File: config.mk
export PLATFORM = sky130hd
export DESIGN_NAME = fetch_unit_flat
export DESIGN_NICKNAME = d
export VERILOG_FILES = /design/src/rtl/cpu_types_pkg.sv /design/src/rtl/fetch_unit_if.sv /design/src/rtl/fetch_unit_pc_reg.sv /design/src/rtl/fetch_unit.sv /design/src/flat_wrapper.sv
export SDC_FILE = /design/constraint.sdc
export NUM_CORES = 1
export LEC_CHECK = 0
export CAP_MARGIN = 20
export CORE_MARGIN = 8
export CORE_UTILIZATION = 40
export DETAILED_ROUTE_END_ITERATION = 6
export MAX_ROUTING_LAYER = met4
export PLACE_DENSITY = 0.68
export SYNTH_ARGS = -nofsm -noshare
export SYNTH_HDL_FRONTEND = slang
export SYNTH_HIERARCHICAL = 1
export SYNTH_SLANG_ARGS = --single-unit
File: constraint.sdc
create_clock -name CLK -period 7.3 [get_ports CLK]
set_input_delay 2.19 -clock CLK [delete_from_list [all_inputs] [get_ports CLK]]
set_output_delay 2.19 -clock CLK [all_outputs]
set_load 0.03 [all_outputs]
File: src/rtl/cpu_types_pkg.sv
// Shared CPU types: machine word, opcode field and the fetch-stage state encoding.
package cpu_types_pkg;

  typedef logic [31:0] word_t;
  typedef logic [5:0]  opcode_t;

  localparam opcode_t HALT_OPCODE = 6'b111111;

  typedef enum logic [1:0] {
    FETCH  = 2'd0,
    HOLD   = 2'd1,
    HALTED = 2'd2
  } fetch_state_t;

endpackage

File: src/rtl/fetch_unit_if.sv
// Fetch-stage bus: icache request/response, hazard/redirect controls and IF/ID outputs.
interface fetch_unit_if;
  import cpu_types_pkg::*;

  logic  ihit;
  word_t iload;
  logic  stall;
  logic  redirect_valid;
  word_t redirect_pc;
  logic  imemREN;
  word_t imemaddr;
  word_t ifinstr;
  word_t ifJALjump_addr;
  logic  ifW;
  logic  ifRST;

  modport master (
    input  ihit, iload, stall, redirect_valid, redirect_pc,
    output imemREN, imemaddr, ifinstr, ifJALjump_addr, ifW, ifRST
  );

  modport slave (
    output ihit, iload, stall, redirect_valid, redirect_pc,
    input  imemREN, imemaddr, ifinstr, ifJALjump_addr, ifW, ifRST
  );
endinterface

File: src/rtl/fetch_unit_pc_reg.sv
// PC register plus the pending-redirect slot used when a redirect lands during a miss.
module pc_reg
  import cpu_types_pkg::*;
#(
  parameter word_t PC_INIT = 32'h0000_0000
) (
  input  logic  CLK,
  input  logic  nRST,
  input  logic  pc_load,
  input  word_t pc_next,
  input  logic  pend_set,
  input  logic  pend_clr,
  input  word_t pend_pc_in,
  output word_t pc,
  output logic  pend,
  output word_t pend_pc
);

  always_ff @(posedge CLK) begin
    if (!nRST) begin
      pc      <= PC_INIT;
      pend    <= 1'b0;
      pend_pc <= '0;
    end else begin
      if (pc_load)
        pc <= pc_next;
      // A newer redirect overwrites an older pending one.
      if (pend_set) begin
        pend    <= 1'b1;
        pend_pc <= pend_pc_in;
      end else if (pend_clr) begin
        pend    <= 1'b0;
      end
    end
  end

endmodule

File: src/rtl/fetch_unit.sv
// Instruction-fetch stage: owns the PC, drives the icache and feeds the IF/ID register,
// with a one-entry hold buffer for stalls, redirect handling and halt.
module fetch_unit
  import cpu_types_pkg::*;
#(
  parameter word_t   PC_INIT = 32'h0000_0000,
  parameter opcode_t HALT_OP = HALT_OPCODE
) (
  input logic          CLK,
  input logic          nRST,
  fetch_unit_if.master bus
);

  fetch_state_t state, next_state;
  word_t        pc, pend_pc, pc_next, pc_plus4, redirect_target, hold_buf;
  logic         pend, pc_load, pend_set, pend_clr, buf_load;
  logic         ren_c, ifw_c, ifrst_c;

  assign pc_plus4        = pc + 32'd4;
  assign redirect_target = bus.redirect_pc & ~32'h3;

  pc_reg #(.PC_INIT(PC_INIT)) u_pc_reg (
    .CLK        (CLK),
    .nRST       (nRST),
    .pc_load    (pc_load),
    .pc_next    (pc_next),
    .pend_set   (pend_set),
    .pend_clr   (pend_clr),
    .pend_pc_in (redirect_target),
    .pc         (pc),
    .pend       (pend),
    .pend_pc    (pend_pc)
  );

  always_ff @(posedge CLK) begin
    if (!nRST) begin
      state    <= FETCH;
      hold_buf <= '0;
    end else begin
      state <= next_state;
      if (buf_load)
        hold_buf <= bus.iload;
    end
  end

  // Priority is redirect, then a pending redirect, then stall.
  always_comb begin
    next_state = state;
    ren_c      = 1'b0;
    ifw_c      = 1'b0;
    ifrst_c    = 1'b0;
    pc_load    = 1'b0;
    pc_next    = pc_plus4;
    pend_set   = 1'b0;
    pend_clr   = 1'b0;
    buf_load   = 1'b0;
    unique case (state)
      FETCH: begin
        ren_c = 1'b1;
        if (bus.redirect_valid) begin
          ifw_c   = 1'b1;
          ifrst_c = 1'b1;
          if (bus.ihit) begin
            pc_load  = 1'b1;
            pc_next  = redirect_target;
            pend_clr = 1'b1;
          end else begin
            pend_set = 1'b1;
          end
        end else if (bus.ihit && pend) begin
          pc_load  = 1'b1;
          pc_next  = pend_pc;
          pend_clr = 1'b1;
        end else if (bus.ihit && !bus.stall) begin
          ifw_c   = 1'b1;
          pc_load = 1'b1;
          if (bus.iload[31:26] == HALT_OP)
            next_state = HALTED;
        end else if (bus.ihit) begin
          buf_load   = 1'b1;
          next_state = HOLD;
        end
      end
      HOLD: begin
        if (bus.redirect_valid) begin
          ifw_c      = 1'b1;
          ifrst_c    = 1'b1;
          pc_load    = 1'b1;
          pc_next    = redirect_target;
          next_state = FETCH;
        end else if (!bus.stall) begin
          ifw_c      = 1'b1;
          pc_load    = 1'b1;
          next_state = (hold_buf[31:26] == HALT_OP) ? HALTED : FETCH;
        end
      end
      HALTED: begin
        if (bus.redirect_valid) begin
          ifw_c      = 1'b1;
          ifrst_c    = 1'b1;
          pc_load    = 1'b1;
          pc_next    = redirect_target;
          next_state = FETCH;
        end
      end
      default: next_state = FETCH;
    endcase
  end

  assign bus.imemREN        = ren_c   & nRST;
  assign bus.ifW            = ifw_c   & nRST;
  assign bus.ifRST          = ifrst_c & nRST;
  assign bus.imemaddr       = pc;
  assign bus.ifinstr        = (state == HOLD) ? hold_buf : bus.iload;
  assign bus.ifJALjump_addr = pc_plus4;

endmodule

File: src/flat_wrapper.sv
// flat-port wrapper written by rule: the top's interface ports become plain ports
module fetch_unit_flat import cpu_types_pkg::*;
#(
  parameter word_t   PC_INIT = 32'h0000_0000,
  parameter opcode_t HALT_OP = HALT_OPCODE
)
  (CLK, nRST, bus_ihit, bus_iload, bus_stall, bus_redirect_valid, bus_redirect_pc, bus_imemREN, bus_imemaddr, bus_ifinstr, bus_ifJALjump_addr, bus_ifW, bus_ifRST);
  fetch_unit_if bus_i ();
  input logic CLK;
  input logic nRST;
  input wire logic [$bits(bus_i.ihit)-1:0] bus_ihit;
  input wire logic [$bits(bus_i.iload)-1:0] bus_iload;
  input wire logic [$bits(bus_i.stall)-1:0] bus_stall;
  input wire logic [$bits(bus_i.redirect_valid)-1:0] bus_redirect_valid;
  input wire logic [$bits(bus_i.redirect_pc)-1:0] bus_redirect_pc;
  output wire logic [$bits(bus_i.imemREN)-1:0] bus_imemREN;
  output wire logic [$bits(bus_i.imemaddr)-1:0] bus_imemaddr;
  output wire logic [$bits(bus_i.ifinstr)-1:0] bus_ifinstr;
  output wire logic [$bits(bus_i.ifJALjump_addr)-1:0] bus_ifJALjump_addr;
  output wire logic [$bits(bus_i.ifW)-1:0] bus_ifW;
  output wire logic [$bits(bus_i.ifRST)-1:0] bus_ifRST;
  assign bus_i.ihit = bus_ihit;
  assign bus_i.iload = bus_iload;
  assign bus_i.stall = bus_stall;
  assign bus_i.redirect_valid = bus_redirect_valid;
  assign bus_i.redirect_pc = bus_redirect_pc;
  assign bus_imemREN = bus_i.imemREN;
  assign bus_imemaddr = bus_i.imemaddr;
  assign bus_ifinstr = bus_i.ifinstr;
  assign bus_ifJALjump_addr = bus_i.ifJALjump_addr;
  assign bus_ifW = bus_i.ifW;
  assign bus_ifRST = bus_i.ifRST;
  fetch_unit #(.PC_INIT(PC_INIT), .HALT_OP(HALT_OP)) u_core (.CLK(CLK), .nRST(nRST), .bus(bus_i));
endmodule
* Word level (Yosys, flattened, before mapping) *
Cells that the tools add are included.

word-level totals
  flip-flop bits (word level) = 97
  output and inout bits = 99
  word-level logic and storage cells = 68
  input bits = 69

cells by class
  reductions and logical operators = 8
  equality and inequality tests = 10
  bitwise gates (word level) = 3
  add/subtract/negate cells = 1
  multiplexer cells = 41

operator list
  kind                                            number
  two-way mux 32 bit                              5
  one-hot mux 32 bit (2 select lines)             1
  adder 32 x 3 -> 32 bit (second input constant)  1
  two-way mux 1 bit                               23
  two-way mux 2 bit                               9
  == test 6 bit (second input constant)           2
  != test 2 bit (second input constant)           3
  != test 3 bit (second input constant)           2
  one-hot mux 1 bit (3 select lines)              2
  one-hot mux 2 bit (3 select lines)              1
  AND reduction 6 bit                             1
  AND 1 bit                                       3
  != test 3 x 2 -> 1 bit (second input constant)  1
  OR reduction 3 bit                              1
  == test 2 x 1 -> 1 bit (second input constant)  1
  == test 2 bit (second input constant)           1
  logical AND 1 bit                               2
  logical NOT 2 bit                               1
  nonzero test 2 bit                              1
  OR reduction 2 bit                              1
  logical NOT 1 bit                               1

* Longest topological paths before layout *
Gate-level depths: netlist (run 1).

  word-level depth = 7
  depth in mapped cells = 11
  gate-level depth less buffers = 8

* Hierarchy *
The synthesis (run 1) kept the hierarchy.

modules (own cells, without submodules)
  module      cells an instance  times used  area each (um2)  sequential area each (um2)
  fetch_unit  499                1           3,631.0          680.7
  pc_reg      210                1           2,513.7          1,301.2

* Worst setup path after synthesis (run 1) *
No wires, ideal clock.

  path type = input to output
  from = in nRST
  to = out bus_ifW
  data arrival time = 3.189 ns
  slack = 1.921 ns
  buffers on the path = 2
  required time = 5.110 ns
  stages = 4
  cell sequence = clkbuf_1 -> clkbuf_1 -> nand2_1 -> a21oi_1

on the way
  longest elaborated chain between the ends = 1

RTL lines
  element      line                source
  from (decl)  flat_wrapper.sv:10  input logic nRST;
  AND 1 bit    fetch_unit.sv:111   assign bus.ifW = ifw_c & nRST;
  to (decl)    flat_wrapper.sv:20  output wire logic [$bits(bus_i.ifW)-1:0] bus_ifW;

No other way between the ends.

* Worst setup path in the final report (run 1) *
  from = in bus_redirect_valid
  to = out bus_ifW

on the way
  longest elaborated chain between the ends = 3
  elaborated cells between the ends (all ways) = 5
  those cells by class = mux (4); bitwise (1)

RTL lines
  element                                      line                                                  source
  from (decl)                                  flat_wrapper.sv:14                                    input wire logic [$bits(bus_i.redirect_valid)-1:0] bus_redirect_valid;
  two-way mux 1 bit, on equally long branches  fetch_unit.sv:98, fetch_unit.sv:60, fetch_unit.sv:85
  one-hot mux 1 bit (3 select lines) (*)       fetch_unit.sv:57                                      unique case (state)
  AND 1 bit (*)                                fetch_unit.sv:111

Mark *: on every way between the ends. The rest lies on a longest branch, timed or not.

==> flow_summary_export.csv, run 1 <==
group,metric,value,unit
pwr,power.switching,593,uW
grt,track_usage,19.8,%
placement,gp_congestion,0.834,
timing,timing.final.crit_period,6.35,ns
layout,post-route-cell-area,8110,sq um
clock_network,cts_sinks,99,
timing,rsz0062_at_grt,"no",
logic_synthesis,synth.area.top_cells,"dfxtp_1 32%, mux2i_1 11%, nor2b_1 6.7%",
pwr,p_sw_share,35.0,%
die,dieArea,19600,sq um
layout,layout-drive-gt1-share,9.18,%
clock_network,cts_setup_buffers,0,
clock_network,clk_path_buf_depth,2,
flow_run,cap_violations,0,
routing,vias,5843,
timing,fin_crit_sh,87.0,%
layout,area_growth,31.9,%
timing,fmax,157,MHz
setup_path,cp_max_fo,17,
setup_path,required,5.11,ns
logic_synthesis,syn_avg_cell_area,8.67,sq um
logic_synthesis,yosysUniqueCellTypes,58,
pwr,power_frac_seq,37.1,%
routing,dr.pass1.iters,5,
timing,fin_skew,0.00407,ns
clock_network,clock-root-buffer,"clkbuf_16",
layout,fin_util,53.7,%
clock_network,cts_resized,0,
placement,place_area,7830,sq um
status,status,"completed",
routing,routed_wirelength,19100,um
placement,portBuffers,165,
timing,whs,0.469,ns
clock_network,clk_latency,0.36,ns
routing,drtAntennaViolNets,0,
setup_path,critical-path-top-delay-family,"buffers and inverters",
setup_path,cp_num_buf_inv,4,
pwr,p_leak,0.00289,uW
routing,wl_per_cell,18.4,um
clock_network,numCtsBuffers,9,
timing,relSlewSlack,25.4,%
clock_network,htreeDepth,3,
pwr,ir_drop,0.182,mV
pwr,total_power,1690,uW
die,io_pins,168,
grt,antenna_found_initial,1,
setup_path,start_kind,"input pin",
pwr,power_density,209,nW/um^2
setup_path,critPathSlowestCell,"clkdlybuf4s50_1",
die,core-area,15100,sq um
layout,final_common_cell,"clkdlybuf4s50_1",
setup_path,crit_path_end_kind,"primary output",
timing,slew_violations,0,
die,die_h,140,um
die,rows,45,
logic_synthesis,synth_flop_cell,"dfxtp_1",
layout,mostFrequentLayoutCells,"164 x clkdlybuf4s50_1, 103 x nand2_1, 99 x dfxtp_1",
logic_synthesis,ys_seq_area_share,32.3,%
logic_synthesis,ys_seq_elements,99,
logic_synthesis,netlist_instances,709,
clock_network,cts_tree,"built",
setup_path,cp_cell_sequence,"clkdlybuf4s50_1, buf_4, inv_1, nor2_1, a21oi_1, a21oi_1, clkdlybuf4s50_1",
die,initial_core_util,40.7,%
logic_synthesis,yosys_warnings,6,
logic_synthesis,async_reset_ff_share,0,%
grt,grt_pass1_wl,30800,um
timing,hold_viol,0,
pwr,p_int,1100,uW
layout,fin_nets,919,
logic_synthesis,synth_area_leader_cell,"dfxtp_1",
placement,dp_hpwl,13500,um
timing,tightest_slew,1.11,ns
logic_synthesis,synth_edf_count,0,
setup_path,path_class,"in -> out",
setup_path,max_stage_delay,0.72,ns
die,die_w,140,um
pwr,p_clk_share,27.2,%
clock_network,clk_transition_reported_paths,0.06,ns
routing,vias_per_cell,5.62,
hold_path,hold_class,"reg -> reg",
grt,grt-ovfl-total,0,
grt,grt_max_degree,98,
routing,drt_iter0_drc,435,
grt,grt_pass1_vias,5944,
clock_network,hold_buffers,0,
pwr,combPwrFrac,35.7,%
setup_path,cp.arrival,4.16,ns
routing,drcViolationCount,0,
layout,nFillCells,1427,
logic_synthesis,syn_area,6140,sq um
timing,finalSetupViolations,0,
timing,finalSetupTns,0,ns
logic_synthesis,yosysTopAreaCellShare,32.3,%
[worst paths after layout]
path / depth (start not counted) / slack [ns] / to / startpoint
max: 7 / 0.95 / bus_ifW / bus_redirect_valid
min: 2 / 0.47 / u_core/hold_buf[5] / u_core/hold_buf[5]
max reg2reg: 6 / 4.36 / u_core/u_pc_reg/pc[24] / u_core/u_pc_reg/pc[5]
min reg2reg: 2 / 0.47 / u_core/hold_buf[5] / u_core/hold_buf[5]
[cell usage after synthesis, drive strengths merged (9+ instances only)]
cell and n:
o211ai 14, xor2 16, nand4 14, dfxtp 99, nand3 13, a22oi 13
o21ai 13, inv 11, nand2 103, nor3 9, nor2b 66, buf 16
nor4 15, clkbuf 38, nor2 21, a21boi 34, a21oi 9, mux2i 65
mux2 32
[stage by stage]
step,worst slack [ns],instances
after floorplan,1.92,710
after global placement,0.997,1022
after detailed placement,0.977,1022
after CTS,0.951,1038
after global routing,0.856,1039
final,0.949,1039
[tightest hold or removal path, stage by stage (launching register included)]
cell      delay [ns]
dfxtp_1         0.31
nand2_1         0.05
a21boi_0        0.06
[cell type report]
| class | instances | area [sq um] | share of cell area (%) |
|---|---|---|---|
| multi-input combinational | 546 | 3830 | 47.2 |
| timing repair buffer | 178 | 1740 | 21.5 |
| antenna | 1 | 2.50 | 0.0309 |
| inverter | 11 | 41.3 | 0.509 |
| tap | 188 | 235 | 2.90 |
| clock inverter | 2 | 10.0 | 0.123 |
| clock buffer | 14 | 264 | 3.26 |
| sequential | 99 | 1980 | 24.5 |
[kinds of logic after synthesis]
kind of cell    Yosys count  synth area share, %
simple gates            283                 24.1
compound gates          139                 17.3
flops                    99                 32.3
mux                      97                 16.5
buf+inv                  65                 5.91
xor+xnor                 20                 2.85
fa+ha+maj                 5                 1.02
other cells               1               0.0610
[power groups by stage]
stage / sequential [uW] / clock [uW] / combinational [uW]
floorplan: 657 / 0 / 372
global placement: 637 / 0 / 594
detailed placement: 639 / 0 / 604
CTS: 627 / 474 / 607
global route: 635 / 494 / 647
finish: 628 / 461 / 604
[routing by layer]
layer	GRT usage (%)	part of all wire (%)	vias to the layer above
met2	31.8	47	213
met5	-	0	-
met1	23.3	44	2782
met4	5.31	1.4	0
met3	6.52	7.5	17
li1	-	-	2831
(Power assumes the default switching activity.)
==> run 2, diff against run 1 <==
--- a/config.mk
+++ b/config.mk
@@ -10,7 +10,7 @@
 export CORE_UTILIZATION = 40
 export DETAILED_ROUTE_END_ITERATION = 6
 export MAX_ROUTING_LAYER = met4
-export PLACE_DENSITY = 0.68
+export PLACE_DENSITY_LB_ADDON = 0.08
 export SYNTH_ARGS = -nofsm -noshare
 export SYNTH_HDL_FRONTEND = slang
 export SYNTH_HIERARCHICAL = 1
==> run 2 against run 1 <==
Total power up 2.7%. Die area unchanged. Sequential power about the same. Global-route usage down 0.074 points. Utilization up 0.35 points. Maximum frequency about the same. Combinational power about the same. Final area up 0.65%. Via count down 0.58%. Highest routed layer unchanged. Non-clock buffer count up 1.
==> flow_summary_export.csv, run 2 (same netlist as run 1, synthesis figures left out) <==
group,metric,value,unit
clock_network,cts_setup_buffers,0,
setup_path,r2r_end,"u_core/u_pc_reg/pc[21]",
layout,layout-drive-gt1-share,9.75,%
setup_path,ff2ff_path_depth,6,
pwr,p_leak,0.00290,uW
timing,relSlewSlack,27.1,%
layout,final_cells,1040,
placement,gp_congestion,0.821,
placement,dp_hpwl,13400,um
grt,grt_pass1_vias,5917,
setup_path,critPathCapture,"bus_ifW",
placement,place_area,7840,sq um
clock_network,htreeDepth,3,
timing,fin_skew,0.00749,ns
status,status,"completed",
layout,post-route-cell-area,8160,sq um
routing,vias,5809,
timing,finalSetupTns,0,ns
setup_path,crit_path_end_kind,"primary output",
setup_path,reg2reg_slack,4.49,ns
layout,area_growth,32.8,%
timing,slew_violations,0,
clock_network,clk_transition_reported_paths,0.06,ns
clock_network,cts_tree,"built",
timing,fin_crit_sh,87.0,%
clock_network,cts_resized,0,
placement,preCtsSetupSlack,0.962,ns
hold_path,hold_class,"reg -> reg",
die,initial_core_util,40.7,%
routing,vias_per_cell,5.59,
setup_path,path_class,"in -> out",
grt,grt_max_degree,91,
die,die_h,140,um
die,core-area,15100,sq um
timing,fmax,157,MHz
setup_path,cp_cell_sequence,"clkdlybuf4s50_1, buf_4, inv_1, nor2_1, a21oi_1, a21oi_1, clkdlybuf4s50_1",
pwr,power_density,213,nW/um^2
grt,track_usage,19.7,%
setup_path,max_stage_delay,0.71,ns
timing,tightest_slew,1.09,ns
clock_network,numCtsBuffers,9,
grt,antenna_found_initial,1,
die,io_pins,168,
routing,drtAntennaViolNets,0,
setup_path,critPathSlowestCell,"clkdlybuf4s50_1",
routing,wl_per_cell,18.5,um
placement,place_inst,1023,
clock_network,hold_buffers,0,
timing,finalWorstSetupSlack,0.949,ns
setup_path,startpoint,"bus_redirect_valid",
layout,final_common_cell,"clkdlybuf4s50_1",
flow_run,cap_violations,0,
layout,nFillCells,1397,
pwr,ir_drop,0.121,mV
setup_path,required,5.11,ns
routing,dr.pass1.iters,6,
placement,portBuffers,165,
setup_path,cp_max_fo,17,
die,rows,45,
routing,drt_iter0_drc,295,
timing,timing.final.crit_period,6.35,ns
setup_path,start_kind,"input pin",
routing,drcViolationCount,0,
die,die_w,140,um
timing,whs,0.464,ns
layout,fin_nets,920,
routing,routed_wirelength,19300,um
clock_network,cts_sinks,99,
grt,grt_pass1_wl,30700,um
grt,grt-ovfl-total,0,
timing,hold_viol,0,
setup_path,rr_startpoint,"u_core/u_pc_reg/pc[5]",
layout,mostFrequentLayoutCells,"164 x clkdlybuf4s50_1, 103 x nand2_1, 99 x dfxtp_1",
timing,finalSetupViolations,0,
die,dieArea,19600,sq um
clock_network,clk_latency,0.35,ns
clock_network,clk_path_buf_depth,2,
timing,rsz0062_at_grt,"no",
clock_network,clock-root-buffer,"clkbuf_16",
setup_path,cp.arrival,4.16,ns
run 2: cell count changes in the layout (fill, tap and decap cells not counted):
cell        change
clkbuf_1        -3
clkinv_2        -2
bufinv_16       +1
nor3_2          +1
clkinv_4        +1
nor3_1          -1
clkinvlp_4      +3
buf_4           +1
run 2: stage by stage:
| step | total power (uW) | util (%) |
|---|---|---|
| after global placement | 1230 | 52.0 |
| after CTS | 1750 | 54.0 |
| final | 1740 | 54.1 |
| after floorplan | 1030 | - |
| after detailed placement | 1240 | 52.0 |
| after global routing | 1820 | 54.1 |
run 2: metal layers:
layer,vias to the layer above,wire length (um),GRT usage [%]
met4,0,411,7.49
met1,2763,8380,23.1
met2,183,9270,32.6
li1,2832,-,-
met5,-,0,-
met3,31,1200,4.21
run 2: where the power goes:
part,leakage (uW),internal [uW],switching (uW)
combinational,0.00195,271,334
clock,0.000144,285,220
sequential,0.000805,578,48.9
run 2: worst min path at each step:
stage                    endpoint  slack [ns]               start  cells after the start
6_report       u_core/hold_buf[1]        0.46  u_core/hold_buf[1]                      2
5_1_grt        u_core/hold_buf[3]        0.48  u_core/hold_buf[3]                      2
4_1_cts        u_core/hold_buf[0]        0.47  u_core/hold_buf[0]                      2
3_5_place_dp   u_core/hold_buf[0]        0.46  u_core/hold_buf[0]                      2
3_3_place_gp   u_core/hold_buf[8]        0.45  u_core/hold_buf[8]                      2
2_1_floorplan  u_core/hold_buf[0]        0.44  u_core/hold_buf[0]                      2
run 2: layout make-up:
class | count | area [sq um] | share of cell area [%]
Antenna cell | 1 | 2.50 | 0.0307
Clock buffer | 11 | 253 | 3.10
Multi-Input combinational cell | 546 | 3830 | 47.0
Clock inverter | 5 | 61.3 | 0.752
Timing Repair Buffer | 179 | 1750 | 21.5
Sequential cell | 99 | 1980 | 24.3
Tap cell | 188 | 235 | 2.88
Inverter | 11 | 41.3 | 0.506
run 2: worst max-delay path, delay by kind of cell:
kind | cells | cell delay, ns
buffers and inverters | 4 | 1.59
AOI/OAI and AO/OA | 2 | 0.25
and+or+nand+nor | 1 | 0.14
